### src/rtl/binary_index_decoder_pkg.sv
// Shared definitions for the binary index decoder: FSM state encoding,
// counter width and the one-hot output width derived from the index width.
package binary_index_decoder_pkg;

    // FSM state encoding (kept as plain constants for legacy tools)
    localparam logic [1:0] ST_IDLE  = 2'b00;
    localparam logic [1:0] ST_DRIVE = 2'b01;
    localparam logic [1:0] ST_GAP   = 2'b10;

    // Hold/gap counter width, wide enough for values up to 255
    localparam int CNT_W = 8;

    // One-hot width for an index of width n
    function automatic int out_width(input int n);
        return 1 << n;
    endfunction

endpackage

### src/rtl/binary_index_decoder_onehot.sv
// Combinational N-to-2**N decoder: turns a binary index into a one-hot word.
module onehot_from_index
    import binary_index_decoder_pkg::*;
#(
    parameter int N = 3
) (
    input  logic [N-1:0]            idx,
    output logic [out_width(N)-1:0] onehot
);

    // Exactly one bit set, at position idx
    always_comb begin
        onehot      = '0;
        onehot[idx] = 1'b1;
    end

endmodule

### src/rtl/binary_index_decoder.sv
// Sequential index decoder: accepts an encoder index on Done, drives a
// registered one-hot OUT for HOLD cycles, then idles GAP cycles before
// accepting again. Flags requests that arrive while busy (OVERRUN).
module binary_index_decoder
    import binary_index_decoder_pkg::*;
#(
    parameter int N    = 3,
    parameter int HOLD = 4,
    parameter int GAP  = 1
) (
    input  logic                    CLK,
    input  logic                    RST_N,
    input  logic                    EN,
    input  logic [N-1:0]            Y,
    input  logic                    Done,
    output logic [out_width(N)-1:0] OUT,
    output logic                    READY,
    output logic                    FINISH,
    output logic                    OVERRUN
);

    localparam int OW = out_width(N);

    // Counter reload values; a zero GAP skips the gap state entirely
    localparam logic [CNT_W-1:0] HOLD_LOAD = CNT_W'(HOLD - 1);
    localparam logic [CNT_W-1:0] GAP_LOAD  = (GAP > 0) ? CNT_W'(GAP - 1) : '0;
    localparam bit               HAS_GAP   = (GAP > 0);

    logic [1:0]       state;
    logic [CNT_W-1:0] cnt;
    logic [OW-1:0]    out_r;
    logic             overrun_r;
    logic [OW-1:0]    decoded;

    // Y is decoded here but only captured into OUT on the accepting edge
    onehot_from_index #(.N(N)) u_decode (
        .idx    (Y),
        .onehot (decoded)
    );

    // FSM, hold/gap counter and registered one-hot drive
    always_ff @(posedge CLK or negedge RST_N) begin
        if (!RST_N) begin
            state <= ST_IDLE;
            cnt   <= '0;
            out_r <= '0;
        end else if (EN) begin
            state <= ST_IDLE;
            cnt   <= '0;
            out_r <= '0;
        end else begin
            case (state)
                ST_IDLE: begin
                    if (Done) begin
                        out_r <= decoded;
                        cnt   <= HOLD_LOAD;
                        state <= ST_DRIVE;
                    end
                end
                ST_DRIVE: begin
                    if (cnt == '0) begin
                        out_r <= '0;
                        if (HAS_GAP) begin
                            cnt   <= GAP_LOAD;
                            state <= ST_GAP;
                        end else begin
                            state <= ST_IDLE;
                        end
                    end else begin
                        cnt <= cnt - 1'b1;
                    end
                end
                ST_GAP: begin
                    if (cnt == '0) begin
                        state <= ST_IDLE;
                    end else begin
                        cnt <= cnt - 1'b1;
                    end
                end
                default: begin
                    state <= ST_IDLE;
                    cnt   <= '0;
                    out_r <= '0;
                end
            endcase
        end
    end

    // Sticky overrun: a request while busy is dropped and remembered
    always_ff @(posedge CLK or negedge RST_N) begin
        if (!RST_N) begin
            overrun_r <= 1'b0;
        end else if (EN) begin
            overrun_r <= 1'b0;
        end else if (Done && (state != ST_IDLE)) begin
            overrun_r <= 1'b1;
        end
    end

    assign OUT     = out_r;
    assign READY   = (state == ST_IDLE);
    assign FINISH  = (state == ST_DRIVE) && (cnt == '0);
    assign OVERRUN = overrun_r;

endmodule

### config.mk
export PLATFORM = sky130hd
export DESIGN_NAME = binary_index_decoder
export DESIGN_NICKNAME = d
export VERILOG_FILES = /design/src/rtl/binary_index_decoder_pkg.sv /design/src/rtl/binary_index_decoder_onehot.sv /design/src/rtl/binary_index_decoder.sv
export SDC_FILE = /design/constraint.sdc
export NUM_CORES = 1
export LEC_CHECK = 0
export ABC_AREA = 1
export CORE_MARGIN = 2
export CORE_UTILIZATION = 46
export CTS_BUF_LIST = sky130_fd_sc_hd__clkbuf_4
export DETAILED_ROUTE_END_ITERATION = 12
export PLACE_DENSITY = 0.76
export SYNTH_ARGS = -nofsm -noshare
export SYNTH_HDL_FRONTEND = slang
export SYNTH_SLANG_ARGS = --single-unit
### constraint.sdc
create_clock -name CLK -period 2.69 [get_ports CLK]
set_input_delay 0.807 -clock CLK [delete_from_list [all_inputs] [get_ports CLK]]
set_output_delay 0.807 -clock CLK [all_outputs]
set_load 0.1 [all_outputs]
==> summary.md, run 1 <==
| Metric | Value |
|---|---|
| Core Util, Final | a little under three fifths |
| Total GRT Usage | 18.3% |
| Cts hold-fix bufs | 0 |
| Worst-skew pair later-pin latency | 290 ps |
| Power Density | between 1000 and 1500 mW/mm² |
| Vias in the first global route | approximately 960 |
| Worst slew margin | 81.3% |
| Startpoint type of the worst setup path | flop |
| Die Span Y | 54.3 µm |
| Crit path capture type | output port |
| Hold Crit Class | flop to flop |
| CTS root buf | clkbuf_4 |
| Crit-path cells | inv_1, ha_1, nand2_1, nor2_2, nand2_4, nor2_2, buf_12 |
| WP depth | 7 |
| Routed Antenna Nets | 0 |
| Final hold slack | about 500 ps |
| CTS Sinks | 19 |
| Async SR Flop Fraction | between 90% and 100% |
| Total CTS buffers | 3 |
| Drt initial violations | 37 |
| Slew @ Worst Pin | 283 ps |
| Pre-CTS setup slack | between 300 and 400 ps |
| Filler cell count | about 230 |
| Die area | between 0.002 and 0.003 mm² |
| WL per Instance | 11.0 µm |
| Maximum clock frequency | 0.404 GHz |
| Buf/Inv on CP | 2 |
| Crit path top cell by count | nor2_2 |
| Setup Skew | around 11 ps |
| DPL Wire Length | roughly 1.8 mm |
| Initial antenna violation count | 0 |
| CP startpoint | cnt[0] |
| Pre-Repair DR Iteration Count | 4 |
| Placed inst area | ~0.0013 mm² |
| Max Cap Viol | 0 |
| Most used DFF post-synth | dfrtp_1 |
| R2r setup slk | 990 ps |
| Slowest cell on the critical path | dfrtp_1 |
| Worst R2R Start | cnt[0] |
| Share of layout cells above drive strength 1 | 20.1% |
| Synth cell count leaders | 37 x nand2_1, 24 x inv_1, 19 x dfrtp_1 |
| Initial Utilization | 47.8% |
| Register area share after synthesis | slightly above 40% |
| Layout area overhead | 18.1% |
| Leak | between 0.7 and 0.8 nW |
| H-tree depth | 1 |
| Max stage delay on crit path | about 380 ps |
| Non-Filler Instances | 204 |
| Outcome | finished clean |
| Synth area leader | dfrtp_1 |
| Post-CTS setup buffers | 0 |
| Final Net Count | 184 |
| Yosys reg bits | 19 |
| Drt total wl | ~2.3 mm |
| Crit path to | FINISH |
| R2r endpoint | OUT[3] |
| Largest net degree at the start of global routing | 20 |
| Placed insts | 200 |
| WP data required | ~1900 ps |
| Setup WS post-layout | ~210 ps |
| Top-count cell post-synth | nand2_1 |
| Vias per std cell | around 5.0 |
| CP arrival | between 1500 and 2000 ps |
| Multi-input gate area | 569 µm² |
| Post-synth EDFFs | 0 |
| Worst r2r path cells | 10 |
| Row cnt | 18 |
| I/O Buffers | 17 |
| Setup TNS | 0 ps |
| Syn Area/Cell | between 7 and 8 µm² |
| Post-Syn Area | about 0.0012 mm² |
| Post-CTS sizing | 0 |
| Top cell type's share of synthesized area | roughly two fifths |
| Fin area | 0.00137 mm² |
| Top post-synthesis cells by area | dfrtp_1 41%, nand2_1 12%, inv_1 7.8% |
| Sequential cell area | roughly 480 µm² |
| Ant diodes | 0 |
| Synth Instances | around 150 |
| First-pass GRT wire length | approximately 4 mm |
| Final Slew Violations | 0 |
| Clock tree buffer depth | 2 |
| Crit path time final | 2480 ps |
| Post-Syn Nets | between 150 and 200 |
| RSZ-0062 raised after global routing | no |
| Gp weighted congestion | approximately 0.86 |
| Via count | 1021 |
| CTS tree | built |
| YS warnings | 0 |
| Overflow after GRT | 0 |
| Setup violators final | 0 |
| Fin crit share | 92.0% |
| IO Pins | 18 |
| Synth cell types | 21 |
| Worst Setup Path Type | flop to output port |
| Worst path top cell family by delay | simple AND/OR/NAND/NOR gates |
| VDD IR max | 0.739 mV |
| Reg clk slew, reported paths | 120 ps |
| Count of final hold-check violations | 0 |
| Design Power | 1.69 mW |
| Crit Path Max Fanout | 6 |
| Core outline area | approximately 0.0024 mm² |
| Die Wd | ~54 µm |
| DR DRC count | 0 |
==> area by class of cell <==
type / instances / share of cell area, %
clock buffers: 4 / 2.19
inverters: 26 / 7.11
multi-input cells: 107 / 41.5
flip-flops and latches: 19 / 34.6
well taps: 30 / 2.73
repair buffers: 18 / 11.9
==> state kept, by name, summed over array words and instances (netlist names) <==
| signal | flops |
|---|---|
| OVERRUN | 1 |
| OUT | 8 |
| state | 2 |
| cnt | 8 |
==> cells in the final DEF (no fill, tap or decap), types with 3 or more instances in the layout <==
master,instances
inv_1,24
o21ai_2,6
buf_4,11
nor2_2,3
nand2_1,37
nand3_1,17
clkbuf_4,4
o21ai_0,6
dfrtp_1,19
nor2_1,17
nand4_1,7
clkdlybuf4s50_1,6
==> kinds of logic after synthesis <==
kind of cell / count (synthesis) / share of synthesized area, %
AND/OR/NAND/NOR: 91 / 38.3
buffers and inverters: 28 / 10.3
flip-flops: 19 / 40.9
AO/OA/AOI/OAI: 13 / 7.53
adder cells (fa/ha/maj): 2 / 2.15
XOR/XNOR: 1 / 0.754
==> routing by layer <==
metal	routed length (µm)	vias to the layer above	part of all wire (%)	global-route usage, %
met1	1060	472	47	24.0
li1	-	526	-	-
met2	1090	19	48	30.3
met4	21	0	0.93	5.42
met5	0	-	0	0
met3	84	4	3.7	3.55
==> how the worst min path moves through the flow <==
stage	startpoint	end	slack, ps	depth (start not counted)
floorplan	RST_N	OUT[0]	510	0
global placement	OUT[3]	OUT[3]	470	2
detailed placement	OUT[2]	OUT[2]	470	2
CTS	OUT[2]	OUT[2]	500	2
global route	OUT[4]	OUT[4]	540	2
finish	OUT[7]	OUT[7]	500	2
==> worst reg2reg max path: stages (launching register included) <==
cell     delay, ps
dfrtp_1        380
inv_1          150
ha_1           190
nand2_1         70
nor2_2         160
nand2_4        110
nand2_4         90
nand3_4        190
inv_1          190
nand2_1         60
nand2_1         60
==> where the power goes <==
group / internal (mW) / leakage [nW] / switching [mW]
clock network: 0.0677 / 0.0184 / 0.0889
logic: 0.317 / 0.460 / 0.803
registers: 0.367 / 0.257 / 0.0513
total: 0.751 / 0.736 / 0.943
Note: power is estimated with default switching activity, not from simulation.
==> run 2: changes to the inputs <==
- CORE_MARGIN: 2 -> 4
==> summary.md, run 2 (synthesized netlist as in run 1, its figures left out) <==
| Metric | Value |
|---|---|
| Share of layout cells above drive strength 1 | 20.1% (unchanged) |
| Crit path to | FINISH |
| Fin area | 0.00137 mm² (-0.18%) |
| Layout area overhead | 17.9% |
| Maximum clock frequency | 0.408 GHz (+0.91%) |
| Clock tree buffer depth | 2 (unchanged) |
| Via count | 1005 (-1.6%) |
| CTS root buf | clkbuf_4 |
| CP arrival | 1650 ps (-20 ps) |
| IO Pins | 18 (unchanged) |
| Worst-skew pair later-pin latency | 290 ps (about the same) |
| Fin crit share | 91.2% (-0.83 points) |
| Largest net degree at the start of global routing | 20 (unchanged) |
| Post-CTS setup buffers | 0 (unchanged) |
| Row cnt | 17 (-1) |
| Die area | 0.00340 mm² (+15%) |
| Worst path top cell family by delay | simple AND/OR/NAND/NOR gates |
| WP data required | 1880 ps (about the same) |
| Hold Crit Class | flop to flop |
| Max Cap Viol | 0 (unchanged) |
| Leading cell type in the layout, fill and taps excluded | nand2_1 |
| Slowest cell on the critical path | dfrtp_1 |
| CP startpoint | cnt[0] |
| Worst r2r path cells | 10 (unchanged) |
| Routed Antenna Nets | 0 (unchanged) |
| VDD IR max | 0.948 mV (+28%) |
| Outcome | finished clean |
| Filler cell count | 197 (-16%) |
| Count of final hold-check violations | 0 (unchanged) |
| Cts hold-fix bufs | 0 (unchanged) |
| CTS Sinks | 19 (unchanged) |
| Crit path top cell by count | nor2_2 |
| Post-CTS sizing | 0 (unchanged) |
| Drt total wl | 2.21 mm (-1.8%) |
| R2r endpoint | OUT[3] |
| Placed inst area | 0.00134 mm² (-0.19%) |
| Overflow after GRT | 0 (unchanged) |
| Setup violators final | 0 (unchanged) |
| Worst Setup Path Type | flop to output port |
| Crit path capture type | output port |
| RSZ-0062 raised after global routing | no |
| Most frequent cells in the layout | 37 x nand2_1, 24 x inv_1, 19 x dfrtp_1 |
| Initial Utilization | 50.6% (+2.8 points) |
| Gp weighted congestion | 0.835 (-2.9%) |
| Total GRT Usage | 14.8% (-3.4 points) |
| Slew @ Worst Pin | 273 ps (-9.78 ps) |
| Die Wd | 58.3 µm (+7.4%) |
| Vias in the first global route | 974 (+1.7%) |
| Ant diodes | 0 (unchanged) |
| Vias per std cell | 4.98 (-0.59%) |
| Drt initial violations | 16 (-57%) |
| Core outline area | 0.00230 mm² (-5.6%) |
| Crit Path Max Fanout | 6 (unchanged) |
| Final Net Count | 184 (unchanged) |
| Worst R2R Start | cnt[0] |
| I/O Buffers | 17 (unchanged) |
| Startpoint type of the worst setup path | flop |
| Max stage delay on crit path | 370 ps (about the same) |
| Pre-Repair DR Iteration Count | 4 (unchanged) |
| Crit path time final | 2450 ps (-22.4 ps) |
| Buf/Inv on CP | 2 (unchanged) |
| Worst slew margin | 81.7% (+0.36 points) |
| Setup TNS | 0 ps (unchanged) |
| Power Density | 1230 mW/mm² (-0.38%) |
| Reg clk slew, reported paths | 110 ps (about the same) |
| DR DRC count | 0 (unchanged) |
| Total CTS buffers | 3 (unchanged) |
| DPL Wire Length | 1.76 mm (-2.7%) |
| Die Span Y | 58.3 µm (+7.4%) |
| First-pass GRT wire length | 3.97 mm (+0.53%) |
| Initial antenna violation count | 0 (unchanged) |
| Setup Skew | 9.03 ps (-1.85 ps) |
| H-tree depth | 1 (unchanged) |
| WP depth | 7 (unchanged) |
| Leak | 0.736 nW (unchanged) |
| CTS tree | built |
| R2r setup slk | 1020 ps (+30 ps) |
| Crit-path cells | inv_1, ha_1, nand2_1, nor2_2, nand2_4, nor2_2, buf_12 |
| Final Slew Violations | 0 (unchanged) |
| WL per Instance | 11.0 µm (-0.85%) |
run 2: worst register-to-register path: stages (launching register included):
cell,delay (ps)
dfrtp_1,370
inv_1,150
ha_1,180
nand2_1,60
nor2_2,160
nand2_4,110
nand2_4,90
nand3_4,190
inv_1,180
nand2_1,70
nand2_1,50
run 2: per-stage QoR:
| stage | util, % | setup slack (ps) | power [mW] | cells | hold WS (ps) |
|---|---|---|---|---|---|
| final | 59.6 | 236 | 1.68 | 202 | 496 |
| after detailed placement | 58.3 | 353 | 1.53 | 198 | 475 |
| after floorplan | - | 176 | 1.34 | 154 | 511 |
| after CTS | 59.6 | 234 | 1.69 | 202 | 500 |
| after global routing | 59.6 | 107 | 1.83 | 202 | 528 |
| after global placement | 58.3 | 419 | 1.52 | 198 | 467 |
run 2: worst min-delay path by stage:
stage | start | to | depth (start not counted) | slack (ps)
after floorplan | RST_N | OUT[0] | 0 | 510
after global placement | OUT[7] | OUT[7] | 2 | 470
after detailed placement | OUT[5] | OUT[5] | 2 | 470
after CTS | OUT[5] | OUT[5] | 2 | 500
after global routing | OUT[3] | OUT[3] | 2 | 530
final | OUT[5] | OUT[5] | 2 | 500
run 2: final cells by class:
class,instances,area (µm²),share of cell area (%)
multi-input cells,107,569,41.6
flip-flops and latches,19,475,34.7
well taps,28,35.0,2.56
repair buffers,18,163,11.9
inverters,26,97.6,7.12
clock buffers,4,30.0,2.19
run 2: metal layers:
layer  track usage, %  up-vias  wire length, µm
met4             3.97        0               13
li1                 -      530                -
met2             25.0       16             1040
met1             19.1      457             1080
met5                0        -                0
met3             3.12        2               80
run 2: where the power goes:
part	internal (mW)	switching (mW)
logic	0.316	0.803
clock network	0.0677	0.0833
registers	0.367	0.0481
==> run 3: changes to the inputs <==
- CAP_MARGIN: not set -> 30
- GPL_TIMING_DRIVEN: not set -> 0
==> summary.md, run 3 (synthesized netlist as in run 1, its figures left out) <==
| Metric | Value |
|---|---|
| Outcome | finished clean |
| Die Span Y | 58.3 µm (unchanged) |
| Pre-CTS setup slack | -334 ps (-687 ps) |
| Max Cap Viol | 0 (unchanged) |
| DPL Wire Length | 1.91 mm (+8.5%) |
| Buf/Inv on CP | 1 (-1) |
| Highest metal used | met4 |
| Overflow after GRT | 0 (unchanged) |
| Largest net degree at the start of global routing | 20 (unchanged) |
| Total CTS buffers | 3 (unchanged) |
| Internal power | 0.757 mW (+0.93%) |
| Switching Fraction | 55.4% (about the same) |
| Worst-skew pair later-pin latency | 290 ps (about the same) |
| Share of layout cells above drive strength 1 | 14.9% (-5.3 points) |
| Routed met1 length | 1.15 mm (+6.2%) |
| Via count | 1023 (+1.8%) |
| Count of final hold-check violations | 0 (unchanged) |
| Crit path time final | 2620 ps (+170 ps) |
| Worst path top cell family by delay | buffers and inverters |
| Startpoint type of the worst setup path | flop |
| Crit path capture type | output port |
| Clock tree buffer depth | 2 (unchanged) |
| Drt initial violations | 35 (+19) |
| Filler cell count | 221 (+12%) |
| Worst slew margin | 33.8% (-48 points) |
| Layout area overhead | 20.1% |
| WL per Instance | 11.8 µm (+7.8%) |
| Initial Utilization | 50.6% (unchanged) |
| Slew @ Worst Pin | 990 ps (+717 ps) |
| Ant diodes | 0 (unchanged) |
| Cts hold-fix bufs | 0 (unchanged) |
| Post-CTS setup buffers | 0 (unchanged) |
| Core Util, Final | 60.8% (+1.1 points) |
| Leak | 0.722 nW (-1.9%) |
| VDD IR max | 0.888 mV (-6.3%) |
| Fin crit share | 97.5% (+6.3 points) |
| Setup violators final | 0 (unchanged) |
| Final Slew Violations | 0 (unchanged) |
| Psw | 0.942 mW (+0.82%) |
| Maximum clock frequency | 0.381 GHz (-6.5%) |
| Most frequent cells in the layout | 37 x nand2_1, 24 x inv_1, 19 x dfrtp_1 |
| Core outline area | 0.00230 mm² (unchanged) |
| Clock group share of total power | 9.1% (about the same) |
| H-tree depth | 1 (unchanged) |
| First-pass GRT wire length | 4.28 mm (+7.8%) |
| Flop pwr share | 24.5% (about the same) |
| Reg clk slew, reported paths | 100 ps (about the same) |
| Max stage delay on crit path | 1140 ps (+770 ps) |
| CTS root buf | clkbuf_4 |
| Leading cell type in the layout, fill and taps excluded | nand2_1 |
| Hold Crit Class | flop to flop |
| Crit Path Max Fanout | 2 (-4) |
| Slowest cell on the critical path | clkdlybuf4s50_1 |
| RSZ-0062 raised after global routing | no |
| Die Wd | 58.3 µm (unchanged) |
| WP data required | 1880 ps (about the same) |
| DR DRC count | 0 (unchanged) |
| Vias in the first global route | 1034 (+6.2%) |
| Total GRT Usage | 16.2% (+1.4 points) |
| Routed wl met3 | 69 µm (-14%) |
| Crit-path cells | clkdlybuf4s50_1 |
| Setup Skew | 4.53 ps (-4.50 ps) |
| Gp weighted congestion | 0.814 (-2.4%) |
| Routed Antenna Nets | 0 (unchanged) |
| Drt total wl | 2.40 mm (+8.4%) |
| Die area | 0.00340 mm² (unchanged) |
| Row cnt | 17 (unchanged) |
| Fin area | 0.00140 mm² (+1.9%) |
| WL met2 | 1.16 mm (+12%) |
| CP arrival | 1820 ps (+170 ps) |
| Final Net Count | 185 (+0.54%) |
| Initial antenna violation count | 0 (unchanged) |
| I/O Buffers | 17 (unchanged) |
| Setup TNS | 0 ps (unchanged) |
| CTS Sinks | 19 (unchanged) |
| Pre-Repair DR Iteration Count | 4 (unchanged) |
| IO Pins | 18 (unchanged) |
| Placed inst area | 0.00137 mm² (+2.2%) |
| Comb pwr share | 66.4% (about the same) |
| Power Density | 1220 mW/mm² (-1.0%) |
| Setup WS post-layout | 66.3 ps (-170 ps) |
| Vias per std cell | 5.04 (+1.3%) |
| CTS tree | built |
| Worst Setup Path Type | flop to output port |
==> run 3: cell count changes in the layout (fill, tap and decap cells not counted) <==
cell	before	now
buf_12	1	0
buf_4	11	0
buf_6	0	2
clkbuf_4	4	5
clkdlybuf4s50_1	6	15
dlygate4sd2_1	0	1
==> run 3: metal layers <==
layer,track usage [%],vias up
met5,0,-
met1,20.8,474
met3,3.12,2
met2,27.6,15
li1,-,532
met4,4.30,0
==> run 3: final cells by class <==
cell class,count,area (µm²),share of cell area [%]
Buffer,2,22.5,1.61
Timing Repair Buffer,17,166,11.9
Sequential cell,19,475,34.1
Clock buffer,4,30.0,2.15
Inverter,26,97.6,6.99
Tap cell,28,35.0,2.51
Multi-Input combinational cell,107,569,40.8
==> run 3: through the flow <==
step	cells	hold slack, ps	power (mW)
floorplan	154	511	1.34
global placement	199	465	1.53
detailed placement	199	479	1.56
CTS	203	502	1.71
global route	203	534	1.85
finish	203	499	1.70
==> run 3: power by group through the flow <==
stage | clock network (mW) | registers (mW) | logic [mW]
2_1_floorplan | 0 | 0.542 | 0.797
4_1_cts | 0.157 | 0.416 | 1.13
6_report | 0.154 | 0.416 | 1.13
5_1_grt | 0.176 | 0.423 | 1.25
3_5_place_dp | 0 | 0.422 | 1.14
3_3_place_gp | 0 | 0.417 | 1.12
==> run 3: worst paths after layout <==
path	cells past startpoint	slack [ps]	startpoint	end
min in group asynchronous	1	980	RST_N	cnt[0]
setup / recovery	1	70	OUT[4]	OUT[4]
hold / removal	2	500	OUT[7]	OUT[7]
max in group asynchronous	1	1190	RST_N	OUT[4]
hold reg to reg	2	500	OUT[7]	OUT[7]
setup reg to reg	9	1040	cnt[0]	cnt[2]
==> run 3: repair_timing <==
action	CTS	global route
endpoints found under the setup margin	2	1
resized for setup	6	1
hold endpoints to repair	0	0
